**src/rtl/trace_pack_pkg.sv**
```systemverilog
// Shared constants for the trace word packer: register map, CTRL bit layout, sizing helpers.
// No logic; pure compile-time definitions.
// Imported by the packer top.
package trace_pack_pkg;

  // Default register map (byte addresses on the control port)
  localparam int DEF_REGADDR_CTRL    = 'h10;
  localparam int DEF_REGADDR_TIMEOUT = 'h14;
  localparam int DEF_REGADDR_DROPCNT = 'h18;
  localparam int DEF_REGADDR_WORDCNT = 'h1C;

  // CTRL register layout
  localparam int CTRL_ENABLE_BIT = 0;
  localparam int CTRL_DROP_BIT   = 1;
  localparam int CTRL_FLUSH_BIT  = 2;
  localparam int CTRL_SLOT_LSB   = 4;
  localparam int CTRL_SLOT_W     = 4;
  localparam int CTRL_CNT_LSB    = 8;
  localparam int CTRL_CNT_W      = 8;

  // Width of the lane index; never zero so a RATIO of 1 still gets a legal vector
  function automatic int slot_width(input int ratio);
    return (ratio > 1) ? $clog2(ratio) : 1;
  endfunction

endpackage

```
**src/rtl/sync_fifo_fwft.sv**
```systemverilog
// First-word-fall-through FIFO: head word is always visible on data_o while not empty.
// Latency: a push is visible on data_o/!empty_o the cycle after the write edge.
// Backpressure: push ignored when full unless a pop happens in the same cycle.
module sync_fifo_fwft #(
  parameter int WIDTH = 64,
  parameter int DEPTH = 8
) (
  input  logic                     clk,
  input  logic                     rst,
  input  logic                     push_i,
  input  logic [WIDTH-1:0]         data_i,
  input  logic                     pop_i,
  output logic [WIDTH-1:0]         data_o,
  output logic                     full_o,
  output logic                     empty_o,
  output logic [$clog2(DEPTH):0]   count_o
);

  localparam int AW = $clog2(DEPTH);
  localparam int CW = AW + 1;

  logic [WIDTH-1:0] mem_q [DEPTH];
  logic [AW-1:0]    wptr_q, rptr_q;
  logic [CW-1:0]    count_q;
  logic             do_push, do_pop;

  assign full_o  = (count_q == CW'(DEPTH));
  assign empty_o = (count_q == '0);
  assign do_pop  = pop_i && !empty_o;
  // A pop in the same cycle frees the slot, so push-while-full is legal then
  assign do_push = push_i && (!full_o || do_pop);
  assign data_o  = mem_q[rptr_q];
  assign count_o = count_q;

  // Pointer and occupancy tracking
  always_ff @(posedge clk) begin
    if (rst) begin
      wptr_q  <= '0;
      rptr_q  <= '0;
      count_q <= '0;
    end else begin
      if (do_push) wptr_q <= wptr_q + 1'b1;
      if (do_pop)  rptr_q <= rptr_q + 1'b1;
      case ({do_push, do_pop})
        2'b10:   count_q <= count_q + 1'b1;
        2'b01:   count_q <= count_q - 1'b1;
        default: count_q <= count_q;
      endcase
    end
  end

  // Storage array; contents are don't-care until written
  always_ff @(posedge clk) begin
    if (do_push) mem_q[wptr_q] <= data_i;
  end

endmodule

```
**src/rtl/trace_word_packer.sv**
```systemverilog
// Packs IN_WIDTH trace records into DATA_WIDTH words, buffers them in a FWFT FIFO, flushes partials on request/timeout.
// Latency: completing record or flush pushes at the clock edge; ovalid rises the next cycle when the FIFO was empty.
// Backpressure: in_ready drops when the FIFO is full, unless drop mode is on (records are then discarded and counted).
module trace_word_packer
  import trace_pack_pkg::*;
#(
  parameter int IN_WIDTH        = 16,
  parameter int DATA_WIDTH      = 64,
  parameter int FIFO_DEPTH      = 8,
  parameter int CTRL_ADDR_WIDTH = 16,
  parameter logic [CTRL_ADDR_WIDTH-1:0] REGADDR_CTRL    = CTRL_ADDR_WIDTH'(DEF_REGADDR_CTRL),
  parameter logic [CTRL_ADDR_WIDTH-1:0] REGADDR_TIMEOUT = CTRL_ADDR_WIDTH'(DEF_REGADDR_TIMEOUT),
  parameter logic [CTRL_ADDR_WIDTH-1:0] REGADDR_DROPCNT = CTRL_ADDR_WIDTH'(DEF_REGADDR_DROPCNT),
  parameter logic [CTRL_ADDR_WIDTH-1:0] REGADDR_WORDCNT = CTRL_ADDR_WIDTH'(DEF_REGADDR_WORDCNT)
) (
  input  logic                       clk,
  input  logic                       rst,
  input  logic                       ctrl_wen,
  input  logic [CTRL_ADDR_WIDTH-1:0] ctrl_waddr,
  input  logic [31:0]                ctrl_wdata,
  input  logic                       ctrl_ren,
  input  logic [CTRL_ADDR_WIDTH-1:0] ctrl_raddr,
  output logic [31:0]                ctrl_rdata,
  input  logic                       in_valid,
  input  logic [IN_WIDTH-1:0]        in_data,
  output logic                       in_ready,
  output logic                       ovalid,
  output logic [DATA_WIDTH-1:0]      odata,
  input  logic                       oready
);

  localparam int RATIO  = DATA_WIDTH / IN_WIDTH;
  localparam int SLOT_W = slot_width(RATIO);
  localparam int CNT_W  = $clog2(FIFO_DEPTH) + 1;

  logic                  enable_q, enable_d;
  logic                  drop_en_q, drop_en_d;
  logic                  flush_pend_q, flush_pend_d;
  logic [31:0]           timeout_q, timeout_d;
  logic [31:0]           idle_q, idle_d;
  logic [31:0]           dropcnt_q, dropcnt_d;
  logic [31:0]           wordcnt_q, wordcnt_d;
  logic [31:0]           rdata_q, rdata_d;
  logic [SLOT_W-1:0]     slot_q, slot_d;
  logic [DATA_WIDTH-1:0] lanes_q, lanes_d, lanes_ins;

  logic                  fifo_full, fifo_empty, fifo_push;
  logic [CNT_W-1:0]      fifo_count;
  logic [DATA_WIDTH-1:0] push_word;
  logic                  accept, drop, flush_fire, slot_last, timeout_hit;
  logic                  wr_ctrl;
  logic [31:0]           ctrl_view;

  // Never looks at in_valid so the traced design sees a pure state-based ready
  assign in_ready   = enable_q && (!fifo_full || drop_en_q);
  assign ovalid     = !fifo_empty;
  assign ctrl_rdata = rdata_q;

  // Packing, flush, timeout and counter next-state
  always_comb begin
    accept      = in_valid && in_ready && !fifo_full;
    drop        = in_valid && in_ready && fifo_full;
    flush_fire  = flush_pend_q && !accept && !fifo_full;
    slot_last   = (slot_q == SLOT_W'(RATIO - 1));
    timeout_hit = (timeout_q != '0) && (idle_q == timeout_q - 32'd1) && (slot_q != '0);
    wr_ctrl     = ctrl_wen && (ctrl_waddr == REGADDR_CTRL);

    lanes_ins = lanes_q;
    lanes_ins[slot_q*IN_WIDTH +: IN_WIDTH] = in_data;

    fifo_push = (accept && slot_last) || (flush_fire && (slot_q != '0));
    push_word = accept ? lanes_ins : lanes_q;

    slot_d  = slot_q;
    lanes_d = lanes_q;
    if (accept) begin
      if (slot_last) begin
        slot_d  = '0;
        lanes_d = '0;
      end else begin
        slot_d  = slot_q + 1'b1;
        lanes_d = lanes_ins;
      end
    end else if (flush_fire) begin
      slot_d  = '0;
      lanes_d = '0;
    end

    // Clear on firing first so a fresh request in the same cycle is not lost
    flush_pend_d = flush_pend_q;
    if (flush_fire) flush_pend_d = 1'b0;
    if (timeout_hit || (wr_ctrl && ctrl_wdata[CTRL_FLUSH_BIT])) flush_pend_d = 1'b1;

    idle_d    = (accept || (slot_q == '0)) ? '0 : idle_q + 32'd1;
    dropcnt_d = (drop && (dropcnt_q != 32'hFFFF_FFFF)) ? dropcnt_q + 32'd1 : dropcnt_q;
    wordcnt_d = fifo_push ? wordcnt_q + 32'd1 : wordcnt_q;

    enable_d  = wr_ctrl ? ctrl_wdata[CTRL_ENABLE_BIT] : enable_q;
    drop_en_d = wr_ctrl ? ctrl_wdata[CTRL_DROP_BIT]   : drop_en_q;
    timeout_d = (ctrl_wen && (ctrl_waddr == REGADDR_TIMEOUT)) ? ctrl_wdata : timeout_q;
  end

  // Register readback mux; unmapped addresses read as zero
  always_comb begin
    ctrl_view = '0;
    ctrl_view[CTRL_ENABLE_BIT] = enable_q;
    ctrl_view[CTRL_DROP_BIT]   = drop_en_q;
    ctrl_view[CTRL_FLUSH_BIT]  = flush_pend_q;
    ctrl_view[CTRL_SLOT_LSB +: CTRL_SLOT_W] = CTRL_SLOT_W'(slot_q);
    ctrl_view[CTRL_CNT_LSB +: CTRL_CNT_W]   = CTRL_CNT_W'(fifo_count);

    rdata_d = rdata_q;
    if (ctrl_ren) begin
      if      (ctrl_raddr == REGADDR_CTRL)    rdata_d = ctrl_view;
      else if (ctrl_raddr == REGADDR_TIMEOUT) rdata_d = timeout_q;
      else if (ctrl_raddr == REGADDR_DROPCNT) rdata_d = dropcnt_q;
      else if (ctrl_raddr == REGADDR_WORDCNT) rdata_d = wordcnt_q;
      else                                    rdata_d = '0;
    end
  end

  // State registers; reset discards the partial word along with everything else
  always_ff @(posedge clk) begin
    if (rst) begin
      enable_q     <= 1'b0;
      drop_en_q    <= 1'b0;
      flush_pend_q <= 1'b0;
      timeout_q    <= '0;
      idle_q       <= '0;
      dropcnt_q    <= '0;
      wordcnt_q    <= '0;
      rdata_q      <= '0;
      slot_q       <= '0;
      lanes_q      <= '0;
    end else begin
      enable_q     <= enable_d;
      drop_en_q    <= drop_en_d;
      flush_pend_q <= flush_pend_d;
      timeout_q    <= timeout_d;
      idle_q       <= idle_d;
      dropcnt_q    <= dropcnt_d;
      wordcnt_q    <= wordcnt_d;
      rdata_q      <= rdata_d;
      slot_q       <= slot_d;
      lanes_q      <= lanes_d;
    end
  end

  sync_fifo_fwft #(
    .WIDTH (DATA_WIDTH),
    .DEPTH (FIFO_DEPTH)
  ) u_fifo (
    .clk     (clk),
    .rst     (rst),
    .push_i  (fifo_push),
    .data_i  (push_word),
    .pop_i   (oready),
    .data_o  (odata),
    .full_o  (fifo_full),
    .empty_o (fifo_empty),
    .count_o (fifo_count)
  );

endmodule

```
**config.mk**
```make
export PLATFORM = sky130hd
export DESIGN_NAME = trace_word_packer
export DESIGN_NICKNAME = d
export VERILOG_FILES = /design/src/rtl/trace_pack_pkg.sv /design/src/rtl/sync_fifo_fwft.sv /design/src/rtl/trace_word_packer.sv
export SDC_FILE = /design/constraint.sdc
export NUM_CORES = 1
export LEC_CHECK = 0
export CORE_ASPECT_RATIO = 1.1
export CORE_MARGIN = 4
export CORE_UTILIZATION = 54
export DETAILED_ROUTE_END_ITERATION = 7
export PLACE_DENSITY = 0.76
export SLEW_MARGIN = 40
export SYNTH_ARGS = -nofsm -noshare
export SYNTH_HDL_FRONTEND = slang
export SYNTH_SLANG_ARGS = --single-unit
```
**constraint.sdc**
```tcl
create_clock -name clk -period 10.4 [get_ports clk]
set_input_delay 2.08 -clock clk [delete_from_list [all_inputs] [get_ports clk]]
set_output_delay 2.08 -clock clk [all_outputs]
set_load 0.02 [all_outputs]
```
Word level (Yosys, flattened, before mapping)
Memory sizes are Yosys's and may differ from the RTL's. A register that Yosys moved wholly into a read port is not among the register bits.
Cells that the tools add are included.
{"block": "word_totals", "memories": 1, "regBits": 239, "ramBits": 512, "out_inout_bits": 98}
{"name": "u_fifo.mem_q", "words": 8, "word_bits": 64, "read_ports": 1, "rd_clocked_by_memory_dff": 1, "wr": 1, "line": "sync_fifo_fwft.sv:22", "text": "logic [WIDTH-1:0] mem_q [DEPTH];"}
{"block": "op_classes", "shifts": 2, "muxes": 19, "eq_ne": 12, "reduce_logical": 32, "addsub": 10}
{"cell": "64-bit two-way mux", "count": 4}
{"cell": "32-bit two-way mux", "count": 4}
{"cell": "32-bit by 1-bit adder with 32-bit output (second input constant)", "count": 3}
{"cell": "16-bit by 5-bit equality test with 1-bit output (second input constant)", "count": 6}
{"cell": "64-bit bitwise mux", "count": 1}
{"cell": "16-bit by 34-bit variable shift with 64-bit output (first input constant)", "count": 1}
{"cell": "16-bit by 34-bit indexed part select with 64-bit output", "count": 1}
{"cell": "6-bit negation with 34-bit output", "count": 1}
{"cell": "32-bit equality test", "count": 1}
{"cell": "32-bit inequality test (second input constant)", "count": 1}
{"cell": "32-bit nonzero test", "count": 1}
{"cell": "32-bit by 1-bit subtractor with 32-bit output (second input constant)", "count": 1}
{"cell": "1-bit logical AND", "count": 16}
{"cell": "4-bit case mux with 2 select lines", "count": 1}
{"cell": "2-bit nonzero test", "count": 4}
{"cell": "3-bit by 1-bit adder with 3-bit output (second input constant)", "count": 2}
{"cell": "2-bit two-way mux", "count": 3}
{"cell": "3-bit two-way mux", "count": 2}
{"cell": "1-bit logical OR", "count": 5}
{"cell": "4-bit by 1-bit adder with 4-bit output (second input constant)", "count": 1}
{"cell": "2-bit equality test (second input constant)", "count": 2}
{"cell": "4-bit equality test (second input constant)", "count": 1}
{"cell": "4-bit zero test", "count": 1}
{"cell": "1-bit two-way mux", "count": 4}
{"cell": "6 further kinds", "count": 8}

Logic depth before layout (Yosys ltp)
Gate-level depths: netlist (run 1).
{"block": "depth", "ltp_word": 14, "ltp_mapped": 14}

By module
A second synthesis (run 1) with hierarchy kept.
{"block": "hier_totals", "hier_cells": 2208, "hier_area_um2": 31582.8}
{"mod": "sync_fifo_fwft", "area_per_inst_um2": 19941.6, "cells_per_inst": 822, "seq_area_each_um2": 15635.0, "instances": 1}
{"mod": "trace_word_packer", "area_per_inst_um2": 11641.2, "cells_per_inst": 1386, "seq_area_each_um2": 4584.4, "instances": 1}

Least setup slack after synthesis (run 1)
Ideal clock, no wire load.
{"block": "synth_timing", "path_type": "input port to flip-flop", "startpoint": "in in_valid", "endpoint": "mem u_fifo.mem_q[1][0], enable pin", "n_path_buf": 1, "setup_slack_ns": 0.105, "t_required_ns": 9.733, "stages": 6, "setup_time_ns": 0.667, "t_arrival_ns": 9.629, "cell_sequence": "nand2_1 mux2i_1 nor2_1 clkbuf_1 clkinv_1 nor4b_1"}
{"block": "synth_via", "elab_chain_cells": 10, "word_cells_on_any_way": 11}
{"element": "start, declared", "line": "trace_word_packer.sv:24", "text": "input logic in_valid,"}
{"element": "1-bit logical AND (*) (2 in a row)", "line": "trace_word_packer.sv:61", "text": "accept = in_valid && in_ready && !fifo_full;"}
{"element": "1-bit zero test", "line": "trace_word_packer.sv:63", "text": "flush_fire = flush_pend_q && !accept && !fifo_full;"}
{"element": "1-bit logical AND (2 in a row)", "line": "trace_word_packer.sv:63"}
{"element": "1-bit logical AND", "line": "trace_word_packer.sv:71", "text": "fifo_push = (accept && slot_last) || (flush_fire && (slot_q != '0));"}
{"element": "1-bit logical OR (*)", "line": "trace_word_packer.sv:71"}
{"element": "1-bit logical AND (*)", "line": "sync_fifo_fwft.sv:31", "text": "assign do_push = push_i && (!full_o || do_pop);"}
{"element": "1-bit two-way mux (*)", "line": "sync_fifo_fwft.sv:54", "text": "if (do_push) mem_q[wptr_q] <= data_i;"}
{"element": "1-bit two-way mux (not written as such) (*)", "line": "sync_fifo_fwft.sv:54"}
{"element": "end, declared", "line": "sync_fifo_fwft.sv:22"}
Mark *: on every way between the ends. The rest lies on a longest branch, timed or not.

==> results of run 1 <==
-- cells in the final DEF (no fill, tap or decap), drive strengths merged, types with 29 or more instances in the layout --
cell type,n
mux2,88
clkdlybuf4s50,182
dfxtp,242
mux4,128
edfxtp,512
nand4,29
a21oi,73
or3,29
nand2,76
clkbuf,99
a22o,64
xor2,73
a22oi,91
mux2i,52
nand3,43
xnor2,44
o21ai,35
clkinv,29
nor2,276
-- kinds of logic after synthesis --
group	count (synthesis)	share of synthesized area (%)
simple gates	569	8.63
compound gates	293	6.51
buf+inv	158	1.97
mux	268	14.1
flops	754	64.8
fa+ha+maj	16	0.666
xor+xnor	117	3.29
-- registers in the layout (all words and copies together) (netlist names), 2 cells and up, named ones only --
signal,cells
u_fifo.count_o,4
idle_q,32
ctrl_rdata,32
lanes_q,64
u_fifo.mem_q,512
wordcnt_q,32
timeout_q,32
u_fifo.wptr_q,3
u_fifo.rptr_q,3
slot_q,2
dropcnt_q,32
-- layer usage --
metal  share of wire [%]  vias up  global-route usage (%)
li1                    -     8589                       -
met1                  40     9758                    31.6
met2                  50      861                    40.8
met3                 7.4      126                    4.32
met4                 2.6        2                    7.54
met5               0.024        -                       0
-- per-stage QoR --
step	hold WS (ns)	power [uW]	cell area [um^2]	std cells
after detailed placement	0.469	3300	33800	2996
after CTS	0.486	5950	36200	3133
after global placement	0.449	3300	33700	2994
after floorplan	0.437	3260	31200	2175
after global routing	0.513	6080	36200	3133
final	0.486	5910	36200	3134
-- where the power goes --
part / leakage, uW / internal, uW / switching (uW) / total [uW]
Sequential: 0.00555 / 3160 / 0.00364 / 3160
Combinational: 0.00391 / 33.5 / 43.6 / 77.1
Clock: 0.00119 / 1550 / 1120 / 2670
-- synth_stat cells (43+ instances only) --
cell type | n | share of area [%]
a22o_1 | 64 | 1.8
clkbuf_1 | 113 | 1.4
mux4_2 | 128 | 9.2
nor2_1 | 276 | 3.3
nand3_1 | 43 | 0.69
nand2_1 | 76 | 0.91
xnor2_1 | 44 | 1.2
mux2_2 | 88 | 3.2
mux2i_1 | 52 | 1.7
a22oi_1 | 91 | 2.2
a21oi_1 | 73 | 1.2
dfxtp_1 | 242 | 16
edfxtp_1 | 512 | 49
xor2_1 | 73 | 2.1
-- path summary, 6_finish.rpt --
kind	from	to	depth (start not counted)
hold / removal	ctrl_rdata[5]$_SDFFE_PP0P_	ctrl_rdata[5]$_SDFFE_PP0P_	2
hold reg to reg	ctrl_rdata[5]$_SDFFE_PP0P_	ctrl_rdata[5]$_SDFFE_PP0P_	2
setup / recovery	register	odata[21]	5
setup reg to reg	slot_q[0]$_SDFFE_PP0P_	u_fifo.count_o[3]$_SDFFE_PP0P_	13
-- worst register-to-register path, stage by stage, from the launching register on --
cell and delay (ns):
dfxtp_1 0.54, inv_1 0.18, ha_1 0.35, nor2b_1 0.16, mux2i_1 0.12, nor2_1 0.58, clkinv_1 0.47, ha_1 0.35
ha_1 0.28, a21o_1 0.17, a21oi_1 0.18, xnor2_1 0.10, or3_1 0.31, a21oi_1 0.14
-- layout make-up --
type,count,area (um^2)
sequential,754,20200
timing repair buffer,209,2090
clock inverter,38,360
antenna,1,2.50
inverter,18,67.6
multi-input combinational,1263,10400
fill,4019,21000
tap,752,941
clock buffer,99,2090
==> results by group, run 1 <==
Status
  – Status: finished clean

Critical path
  – Crit path buf inv count: 3
  – WS Path Type: reg -> out
  – WP data arrival: approximately 3.5 ns
  – Critical path's slowest cell: dfxtp_4
  – Setup crit end kind: output pin
  – Critical path's largest stage delay: about 0.66 ns
  – Critical path's top delay family: buffers and inverters
  – Startpoint Class: register
  – Worst-path maximum fanout: 25
  – Reg2Reg Setup Slack: 6.38 ns
  – Data required, critical path: 8.32 ns
  – Cells along the critical path: buf_4 > buf_12 > mux4_2 > mux2_2 > clkdlybuf4s50_1

Logic synthesis
  – FF+latch count, synth: roughly 750
  – Post-synth EDFFs: 512
  – Syn Nets: 2,277
  – Post-synthesis cell area: around 31,000 um^2
  – Post-synthesis sequential area ratio: 64.8%
  – Yosys warning count: 0
  – Async SR Flop Fraction: 0%
  – Synth Area per Inst: 14.3 um^2
  – Library cells used by synthesis: 56
  – Dominant synthesized flop cell: edfxtp_1
  – Cell count after synthesis: 2,175

GRT
  – Grt ovf: 0
  – All-Layer GR Usage: 24.0%
  – Pin count of the biggest net entering global routing: 107
  – Number of global-route vias before repair: between 15,000 and 20,000
  – First-pass GRT wire length: roughly 120 mm
  – Antenna violations before repair: 1

Layout
  – Layout cell share with drive strength beyond 1: 16.2%
  – Nets@finish: 2,423
  – Synthesis-to-layout area growth: 16.2%
  – Fin util: 63.3%

Clock network
  – Max clock buf depth: 3
  – Clock root cell: clkbuf_16
  – CTS Hold Buffers Added: 0
  – Clk Latency, worst-skew pair: 0.62 ns
  – Post-CTS Setup Repair Bufs: 0
  – CTS resizes: 0
  – Worst-path clk slew: 0.06 ns
  – H-tree levels: 3
  – Clk sinks: roughly 750
  – TritonCTS clock tree: built
  – Cts bufs inserted: 75

Place
  – Final GP Congestion: slightly above 0.9
  – Dpl hpwl: 44.6 mm
  – Buffers on Ports: 183
  – Dpl ws: 4.89 ns

STA
  – Fin crit share: 53.5%
  – Clock skew: 0.0267 ns
  – Final hold viol count: 0
  – Slew Limit Fails: 0
  – Measured slew at the worst slew-check pin: a little under 0.9 ns
  – Slew HR: 41.3%
  – Worst setup margin: 4.83 ns
  – Final TNS setup: 0 ns
  – Fin crit period: 5.57 ns
  – RSZ-0062 raised after global routing: false
  – Endpoints failing setup: 0
  – Highest clock rate: 180 MHz

Routing
  – Wire per inst: 23.8 um
  – Initial DRC Count: 1,951
  – Post-route ant nets: 0
  – DRC: 0
  – Vias per cell: a little over 6
  – Final wirelength: 74.4 mm
  – DR pass1 iterations: 6
  – Via Count: 19,336

Floorplanning
  – Initial Utilization: 54.5%
  – Chip Width: 237 um
  – Die height: between 200 and 300 um
  – Core box area: around 57,000 um^2
  – I/O pins: 184
  – Die area: 61,700 um^2
  – Row Count: 92

Job
  – Max Cap Violations: 0

Power and ir drop
  – Power density over cell area: 163 nW/um^2
  – Leakage: 0.0107 uW
  – Peak supply drop: 0.000128 V

Worst hold path
  – Worst Hold Class: reg -> reg
Note: power is estimated with default switching activity, not from simulation.
==> run 2: changes to the inputs <==
Settings changed: CORE_UTILIZATION 54 to 59, PLACE_DENSITY 0.76 to 0.79.
Clock period 10.4 ns to 5.5 ns, I/O delays scaled along.
==> run 2 against run 1 <==
Against the previous run:
- routed wire length rose by 0.10%
- power grew 89%
- clock-buffer cell count decreased by 7
- hold slack worse by 0.0098 ns
- register-to-register slack lost 4.5 ns
- sequential share of layout area about the same
- clock skew is 0.013 ns lower
- sequential power grew 89%
- critical path depth shrank 1
- setup slack got worse by 3.6 ns
- cell area about the same
- via count down 0.25%
- critical endpoint is now odata[13]
- largest power group unchanged
==> results by group, run 2 (synthesized netlist as in run 1, its figures left out) <==
Floorplanning
  – Die height: 249 um (-4.2%)
  – Row Count: 88 (-4.3%)
  – Initial Utilization: 59.5% (+5.0 points)
  – I/O pins: 184 (unchanged)
  – Core box area: 52,400 um^2 (-8.4%)
  – Chip Width: 227 um (-4.2%)
  – Die area: 56,600 um^2 (-8.2%)

Clock network
  – CTS resizes: 0 (unchanged)
  – Post-CTS Setup Repair Bufs: 0 (unchanged)
  – Clk sinks: 754 (unchanged)
  – Clk Latency, worst-skew pair: 0.61 ns (about the same)
  – H-tree levels: 3 (unchanged)
  – CTS Hold Buffers Added: 0 (unchanged)
  – Cts bufs inserted: 73 (-2.7%)
  – Max clock buf depth: 3 (unchanged)
  – Clock root cell: clkbuf_16
  – TritonCTS clock tree: built
  – Worst-path clk slew: 0.06 ns (about the same)

Layout
  – Top reg by flops: u_fifo.mem_q
  – Commonest non-fill, non-tap cell in the layout: edfxtp_1
  – Register Area: 20,200 um^2 (unchanged)
  – Final standard cell area without fillers: 36,200 um^2 (about the same)
  – Top flop regs: u_fifo.mem_q (512), lanes_q (64)
  – Synthesis-to-layout area growth: 16.1% (about the same)
  – Most frequent cells in the layout: edfxtp_1 (512), nor2_1 (267), dfxtp_1 (239)
  – Max FFs per register: 512 (unchanged)
  – Nets@finish: 2,423 (unchanged)
  – Inserted Diodes: 0 (-1)
  – Layout cell share with drive strength beyond 1: 16.3% (+0.084 points)
  – Multi-input logic area: 10,500 um^2 (+0.36%)
  – Fillers: 3,431 (-15%)

STA
  – Slew Limit Fails: 0 (unchanged)
  – Endpoints failing setup: 0 (unchanged)
  – Final hold viol count: 0 (unchanged)
  – Fin crit period: 4.28 ns
  – Highest clock rate: 234 MHz
  – Clock skew: 0.0140 ns (-0.0127 ns)
  – Fin crit share: 77.8%
  – Measured slew at the worst slew-check pin: 0.825 ns (-0.0557 ns)
  – Slew HR: 45.0% (+3.7 points)
  – RSZ-0062 raised after global routing: false
  – Fin Hold WS: 0.476 ns (-0.00982 ns)
  – Final TNS setup: 0 ns (unchanged)

Worst hold path
  – Hold Crit Depth: 2 (unchanged)
  – Hold path start: u_fifo.rptr_q[1]$_SDFFE_PP0P_
  – Worst Hold Class: reg -> reg

GRT
  – M3 GR Usage: 4.50% (+0.19 points)
  – Number of global-route vias before repair: 19,748 (-0.25%)
  – All-Layer GR Usage: 26.1% (+2.2 points)
  – GR peak layer: met2
  – Grt ovf: 0 (unchanged)
  – Antenna violations before repair: 0 (-1)
  – Met2 layer usage reported by global route: 43.4% (+2.6 points)
  – First-pass GRT wire length: 115 mm (-0.78%)
  – Met1 usage in global routing: 34.7% (+3.1 points)
  – Pin count of the biggest net entering global routing: 116 (+8.4%)

Critical path
  – Cells along the critical path: buf_12 > mux4_2 > mux2_2 > clkdlybuf4s50_1
  – RR Endpoint: u_fifo.count_o[3]$_SDFFE_PP0P_
  – Startpoint Class: register
  – Reg2Reg Setup Slack: 1.91 ns (-4.47 ns)
  – Worst r2r src: slot_q[0]$_SDFFE_PP0P_
  – Data required, critical path: 4.40 ns (-3.92 ns)
  – Worst Reg-to-Reg Cells: 14 (+1)
  – Setup crit end kind: output pin
  – WS Path Type: reg -> out
  – Critical path's slowest cell: dfxtp_4
  – WP data arrival: 3.18 ns (-0.31 ns)
  – Worst-path maximum fanout: 76 (+200%)
  – Critical path's largest stage delay: 0.78 ns (+0.12 ns)

Status
  – Status: finished clean

Power and ir drop
  – Leakage: 0.0107 uW (+0.19%)
  – Peak supply drop: 0.000209 V (+63%)
  – Power density over cell area: 307 nW/um^2 (+89%)
  – Pwr Total: 11,100 uW (+89%)

Routing
  – Vias per cell: 6.31 (+2.3%)
  – Post-route ant nets: 0 (unchanged)
  – Via Count: 19,287 (-0.25%)
  – Final wirelength: 74.5 mm (+0.10%)
  – Wire per inst: 24.4 um (+2.7%)
  – Initial DRC Count: 1,814 (-7.0%)
  – DRC: 0 (unchanged)
  – DR pass1 iterations: 7 (+1)

Job
  – Max Cap Violations: 0 (unchanged)

Place
  – Final GP Congestion: 0.913 (-1.6%)
  – Dpl hpwl: 44.9 mm (+0.80%)
  – Buffers on Ports: 183 (unchanged)
  – DP Area: 33,800 um^2 (about the same)
## run 2: area by class of cell
| cell class | count | share of cell area (%) |
|---|---|---|
| Clock buffer | 92 | 5.44 |
| Clock inverter | 43 | 1.20 |
| Inverter | 18 | 0.187 |
| Multi-Input combinational cell | 1263 | 28.9 |
| Sequential cell | 754 | 55.9 |
| Tap cell | 675 | 2.33 |
| Timing Repair Buffer | 211 | 6.04 |
## run 2: worst max path at each step
stage                     cells past startpoint  slack, ns                              to
after global routing                          4       1.13                       odata[13]
after CTS                                     4       1.16                       odata[13]
after detailed placement                     13       1.35  u_fifo.count_o[3]$_SDFFE_PP0P_
final                                         4       1.22                       odata[13]
after floorplan                               6      -1.72    u_fifo.mem_q[6][0]$_DFFE_PP_
after global placement                       13       1.38  u_fifo.count_o[3]$_SDFFE_PP0P_
## run 2: power breakdown
part | switching [uW] | total (uW) | internal [uW] | leakage [uW]
clock network | 2120 | 5010 | 2890 | 0.00117
logic | 83.2 | 147 | 63.6 | 0.00395
registers | 0.00661 | 5980 | 5980 | 0.00555
## run 2: per-stage QoR
step	setup WS (ns)	util [%]	cells
4_1_cts	1.16	69.1	3056
5_1_grt	1.13	69.1	3056
6_report	1.22	69.1	3056
2_1_floorplan	-1.72	-	2175
3_5_place_dp	1.35	64.5	2921
3_3_place_gp	1.38	64.3	2919
## run 2: metal layers
metal,up-vias,wire (um),part of all wire (%)
li1,8589,-,-
met1,9674,29300,39
met2,885,37400,50
met3,139,5250,7.0
met4,0,2630,3.5
met5,-,0,0
## run 2: critical path, delay by kind of cell, from the launching register on
family,cells,cell delay (ns)
mux,2,0.72
flops,1,0.78
buf+inv,2,1.01
==> RTL change 1: new RTL, settings of run 2 <==
Reset style: asynchronous (`rst`), changed in 2 clocked blocks.
--- a/src/rtl/sync_fifo_fwft.sv
+++ b/src/rtl/sync_fifo_fwft.sv
@@ -33,7 +33,7 @@
   assign count_o = count_q;
 
   // Pointer and occupancy tracking
-  always_ff @(posedge clk) begin
+  always_ff @(posedge clk or posedge rst) begin
     if (rst) begin
       wptr_q  <= '0;
       rptr_q  <= '0;
--- a/src/rtl/trace_word_packer.sv
+++ b/src/rtl/trace_word_packer.sv
@@ -120,7 +120,7 @@
   end
 
   // State registers; reset discards the partial word along with everything else
-  always_ff @(posedge clk) begin
+  always_ff @(posedge clk or posedge rst) begin
     if (rst) begin
       enable_q     <= 1'b0;
       drop_en_q    <= 1'b0;
Function: differs if rst is asserted again (counterexample within 4 cycles, from zero or initial values and one cycle with rst high); with rst held inactive, the same outputs for 4 cycles.
==> RTL change 1 against run 2 <==
- sequential cell count shrank 3
- synthesized area grew 2.2%
- design area grew 2.4%
- wire length rose by 1.7%
- non-clock buffer count is 7 higher
- setup slack got worse by 0.16 ns
Power is not compared: it rests on default switching activity, and its combinational part moved more than twofold at a synthesized area within 25%.
==> RTL change 1: results (changes against run 2) <==
Synthesis
The mean post-synth cell area is 16.1 um2 (+12%). After synthesis, the most frequently instantiated cells are 512 x sky130_fd_sc_hd__edfxtp_1, 239 x sky130_fd_sc_hd__dfrtp_1, 137 x sky130_fd_sc_hd__mux4_2, 128 x sky130_fd_sc_hd__mux2_2, 125 x sky130_fd_sc_hd__a22o_1. The distinct cell type count after synthesis is 62 (+11%). The total nets after synthesis is 2,086 (-8.4%). Sorting the synthesized cells by area gives the leading types as sky130_fd_sc_hd__edfxtp_1 48%, sky130_fd_sc_hd__dfrtp_1 19%, sky130_fd_sc_hd__mux4_2 9.7%, sky130_fd_sc_hd__mux2_2 4.5%, sky130_fd_sc_hd__a22o_1 3.4%. The share of synthesized flip-flops with an asynchronous set or reset is 31.8% (+32 points).

Routing
The routed wire length was 75,700 um (+1.7%). The via count is 18.7k (-2.9%). The number of DRC violations after detailed-routing iteration 0 was 1,779 (-1.9%).

Final layout
The layout net count is 2,262 (-6.6%). The post-route non-filler standard cell count was 2,946 (-3.6%). The fraction of final layout cells sized beyond drive strength 1 is 20.1% (+3.8 points). The diode insertion count for antenna repair is 0 (unchanged). In the final layout, the registers with the most flip-flops are u_fifo.mem_q: 512 flops, lanes_q: 64 flops. The count of fill cells added during filler insertion is 3,369 (-1.8%).

Timing
The actual transition at the worst max-transition pin is 0.850 ns (+0.0255 ns). The worst hold slack after final layout is 0.489 ns (+0.0127 ns). The clock skew was 0.0308 ns (+0.0169 ns). The shortest clock period the worst path allows after layout is 4.43 ns (+0.156 ns).

Setup path
The worst-case register-to-register setup slack came to 1.76 ns (-0.15 ns). The peak fanout along the critical path was 23 (-70%). The launch point of the worst reg-to-reg path is slot_q[0]. The signal arrival time at the worst endpoint is 3.33 ns (+0.15 ns).

Place
The total instance count after detailed placement is 2,811 (-3.8%). The HPWL after detailed placement is 44,900 um (about the same). The worst slack at placement was 1.32 ns (-0.0244 ns).

Global route
The total global routing track utilization was 26.4% (+0.30 points). The number of antenna violations at the first check in global routing is 1 (+1). The number of global-route vias before repair is 19.5k (-1.2%).

Status
The run finished with clean final reports.

Worst hold path
In this run the most critical hold path is launched from dropcnt_q[17].
==> RTL change 1: cell families (layout without fill, tap and decap cells) <==
family / count (synthesis) / after routing / synth area share (%)
xor+xnor: 139 / 139 / 3.82
buf+inv: 160 / 395 / 1.94
fa+ha+maj: 17 / 17 / 0.691
mux: 268 / 268 / 14.3
simple gates: 417 / 417 / 6.70
compound gates: 231 / 231 / 5.50
flops: 751 / 751 / 67.0
==> RTL change 1: path summary, 6_finish.rpt <==
kind	cells after the start	to
setup / recovery	4	odata[61]
hold / removal	1	dropcnt_q[17]
setup reg to reg	13	u_fifo.count_o[3]
hold reg to reg	1	dropcnt_q[17]
max in group asynchronous	3	idle_q[21]
min in group asynchronous	2	wordcnt_q[10]
==> RTL change 1: layer usage <==
layer  part of all wire (%)  GRT usage, %  wire length, um  vias to the layer above
li1                       -             -                -                     8019
met1                     38          34.7            28800                     9653
met2                     51          45.3            39000                      890
met3                    7.0          4.40             5270                      161
met4                    3.5          9.53             2690                        2
met5                  0.013             0               10                        -
==> RTL change 1: power groups by stage <==
stage	logic, mW	clock network, mW	registers (mW)
final	1.93	4.92	6.22
after detailed placement	1.95	0	6.33
after global placement	1.81	0	6.41
after global routing	2.05	5.24	6.22
after floorplan	1.44	0	6.15
after CTS	1.96	4.99	6.22
==> RTL change 1: final cells by class <==
type / count / area [um2] / share of cell area, %
Sequential cell: 751 / 21400 / 57.6
Multi-Input combinational cell: 1072 / 9990 / 26.9
Timing Repair Buffer: 218 / 2270 / 6.13
Clock buffer: 107 / 2140 / 5.77
Tap cell: 728 / 911 / 2.46
Clock inverter: 28 / 240 / 0.648
Inverter: 42 / 161 / 0.435
==> RTL change 1: worst max-delay path: stages, from the launching register on <==
cell and delay, ns:
sky130_fd_sc_hd__dfrtp_4 0.77, sky130_fd_sc_hd__buf_4 0.48, sky130_fd_sc_hd__mux4_2 0.57, sky130_fd_sc_hd__mux2_2 0.31, sky130_fd_sc_hd__clkdlybuf4s50_1 0.57
==> RTL change 1: through the flow <==
| stage | TNS (ns) | instance area (um2) |
|---|---|---|
| 2_1_floorplan | -648.40 | 31900 |
| 3_3_place_gp | 0 | 34600 |
| 3_5_place_dp | 0 | 34700 |
| 4_1_cts | 0 | 37100 |
| 5_1_grt | 0 | 37100 |
| 6_report | 0 | 37100 |
==> RTL change 2: new RTL, config.mk and constraints of run 2 <==
Made on the original files. `DATA_WIDTH`: 64 -> 96.
--- a/src/rtl/trace_word_packer.sv
+++ b/src/rtl/trace_word_packer.sv
@@ -5,7 +5,7 @@
   import trace_pack_pkg::*;
 #(
   parameter int IN_WIDTH        = 16,
-  parameter int DATA_WIDTH      = 64,
+  parameter int DATA_WIDTH      = 96,
   parameter int FIFO_DEPTH      = 8,
   parameter int CTRL_ADDR_WIDTH = 16,
   parameter logic [CTRL_ADDR_WIDTH-1:0] REGADDR_CTRL    = CTRL_ADDR_WIDTH'(DEF_REGADDR_CTRL),
Ports: changed (resized odata); port bits go from 184 to 216. The function was not compared with the original's and may differ.
==> RTL change 2 against run 2 <==
- setup slack got worse by 0.13 ns
- sequential share of layout area rose by 2.1 points
- core utilization fell by 0.54 points
- synthesized cell count rose by 33%
- via count rose by 35%
- wire length rose by 40%
- sequential cell count rose by 289
- design area rose by 36%
- synthesized area rose by 37%
- worst hold slack got worse by 0.015 ns
- register-to-register slack got worse by 0.23 ns
- total power rose by 38%
- non-clock buffer count rose by 46
- critical path depth did not move
- largest power group unchanged
==> RTL change 2: results (changes against run 2) <==
Global route
The pin count of the biggest net entering global routing is 103 (-11%). The total global routing track utilization is 26.9% (+0.80 points). The number of antenna violations at the first check in global routing is 6 (+6). The global-route wire length before repair is 160,000 um (+39%). The met2 track demand over resource in global routing is 45.4% (+2.0 points).

The global routing usage on met1 is 35.4% (+0.64 points). The number of global-route vias before repair came to 26.6k (+34%). The global-route track usage on met3 is 5.62% (+1.1 points).

Routing
The detailed-routing iteration count for the pre-antenna-repair pass was 6 (-1). The number of vias per cell is 6.38 (+1.1%). The routed length per instance is 25.6 um (+5.0%). The wire length on met3 is 8650 um (+65%).

The highest signal layer in the routed design is met5. The number of DRC violations after detailed-routing iteration 0 is 2,846 (+57%). The length of routed wiring on met1 is 39,400 um (+35%). The met2 routed wirelength came to 52,900 um (+42%).

Place
The HPWL after detailed placement is 61,500 um (+37%). The final weighted congestion of routability-driven global placement was 0.900 (-1.4%). The worst slack at placement is 1.41 ns (+0.0623 ns). The count of input and output buffers was 215 (+17%).

Pwr
The static leakage is 13.8 nW (+29%). The proportion of power drawn by combinational gates is 1.2%. The net switching power figure is 3.04 mW (+38%). The clock network power was 6.80 mW (+36%). The power density normalized to cell area is 311 nW/um2 (+1.0%).

The worst-case vdd ir drop is 0.227 mV (+8.9%).

Synthesis
The number of synthesized flops with an enable pin is 768 (+50%). The commonest cells after synthesis are 768 x sky130_fd_sc_hd__edfxtp_1, 275 x sky130_fd_sc_hd__dfxtp_1, 260 x sky130_fd_sc_hd__nand2_1, 252 x sky130_fd_sc_hd__nor2_1, 192 x sky130_fd_sc_hd__mux4_2. The total nets after synthesis is 2,989 (+31%). The sequential fraction of the synthesis area came to 66.7% (+1.9 points). Ranked by total cell area, the synthesized netlist is headed by sky130_fd_sc_hd__edfxtp_1 54%, sky130_fd_sc_hd__dfxtp_1 13%, sky130_fd_sc_hd__mux4_2 10%, sky130_fd_sc_hd__mux2_2 3.5%, sky130_fd_sc_hd__nand2_1 2.3%. The distinct cell type count after synthesis is 74 (+32%).

Clock network
The number of clock buffers inserted by TritonCTS came to 97 (+33%). The insertion delay of the later-clocked pin in the worst-skew pair is 0.65 ns (+0.04 ns).

Worst hold path
The startpoint identified for the worst hold timing path is lanes_q[11]. The endpoint with the worst hold slack is lanes_q[11].

Timing
The clock skew came to 0.0208 ns (+0.00685 ns). The final worst setup slack is 1.10 ns (-0.126 ns). The actual transition at the worst max-transition pin came to 0.941 ns (+0.117 ns).

Final layout
The fraction of final layout cells sized beyond drive strength 1 is 18.3% (+2.1 points). The largest registers in the layout are u_fifo.mem_q: 768 flops, lanes_q: 96 flops. The layout net count is 3,151 (+30%).

Flow run
The total of max-cap violations is 0 (unchanged).

Setup path
In this run the worst setup path terminates at odata[54]. The peak fanout along the critical path is 56 (-26%). The signal arrival time at the worst endpoint is 3.30 ns (+0.12 ns). The startpoint identified for the worst register-to-register timing path is slot_q[0].

The largest stage delay on the critical path is 0.71 ns (-0.07 ns). The worst-case register-to-register setup slack was 1.68 ns (-0.23 ns). The logic depth of the worst register-to-register path was 14 (unchanged).

Status
The flow ran to the end, and the final reports show no timing, DRC or antenna violations.
==> RTL change 2: logic make-up after synthesis <==
logic type                 after synthesis  share of synthesized area [%]
DFF                                   1043                           66.7
and+or+nand+nor                        778                           8.53
muxes                                  366                           14.6
AOI/OAI and AO/OA                      334                           5.11
buffers and inverters                  227                           2.09
xor gates and xnor gates               125                           2.56
adders and majority gates               15                          0.456
==> RTL change 2: per-stage QoR <==
step                      cells  cell area [um2]  setup TNS (ns)  hold slack [ns]
after global placement     3896            46000               0            0.442
final                      4081            49300               0            0.461
after detailed placement   3896            46000               0            0.452
after CTS                  4078            49300               0            0.460
after global routing       4079            49300               0            0.472
after floorplan            2888            42900         -218.12            0.437
==> RTL change 2: layout make-up <==
type	count	area [um2]
antenna	3	7.51
clock buffer	128	2700
clock inverter	54	571
fill	4540	22600
inverter	33	124
multi-input combinational	1618	13500
sequential	1043	28600
tap	945	1180
timing repair buffer	257	2610
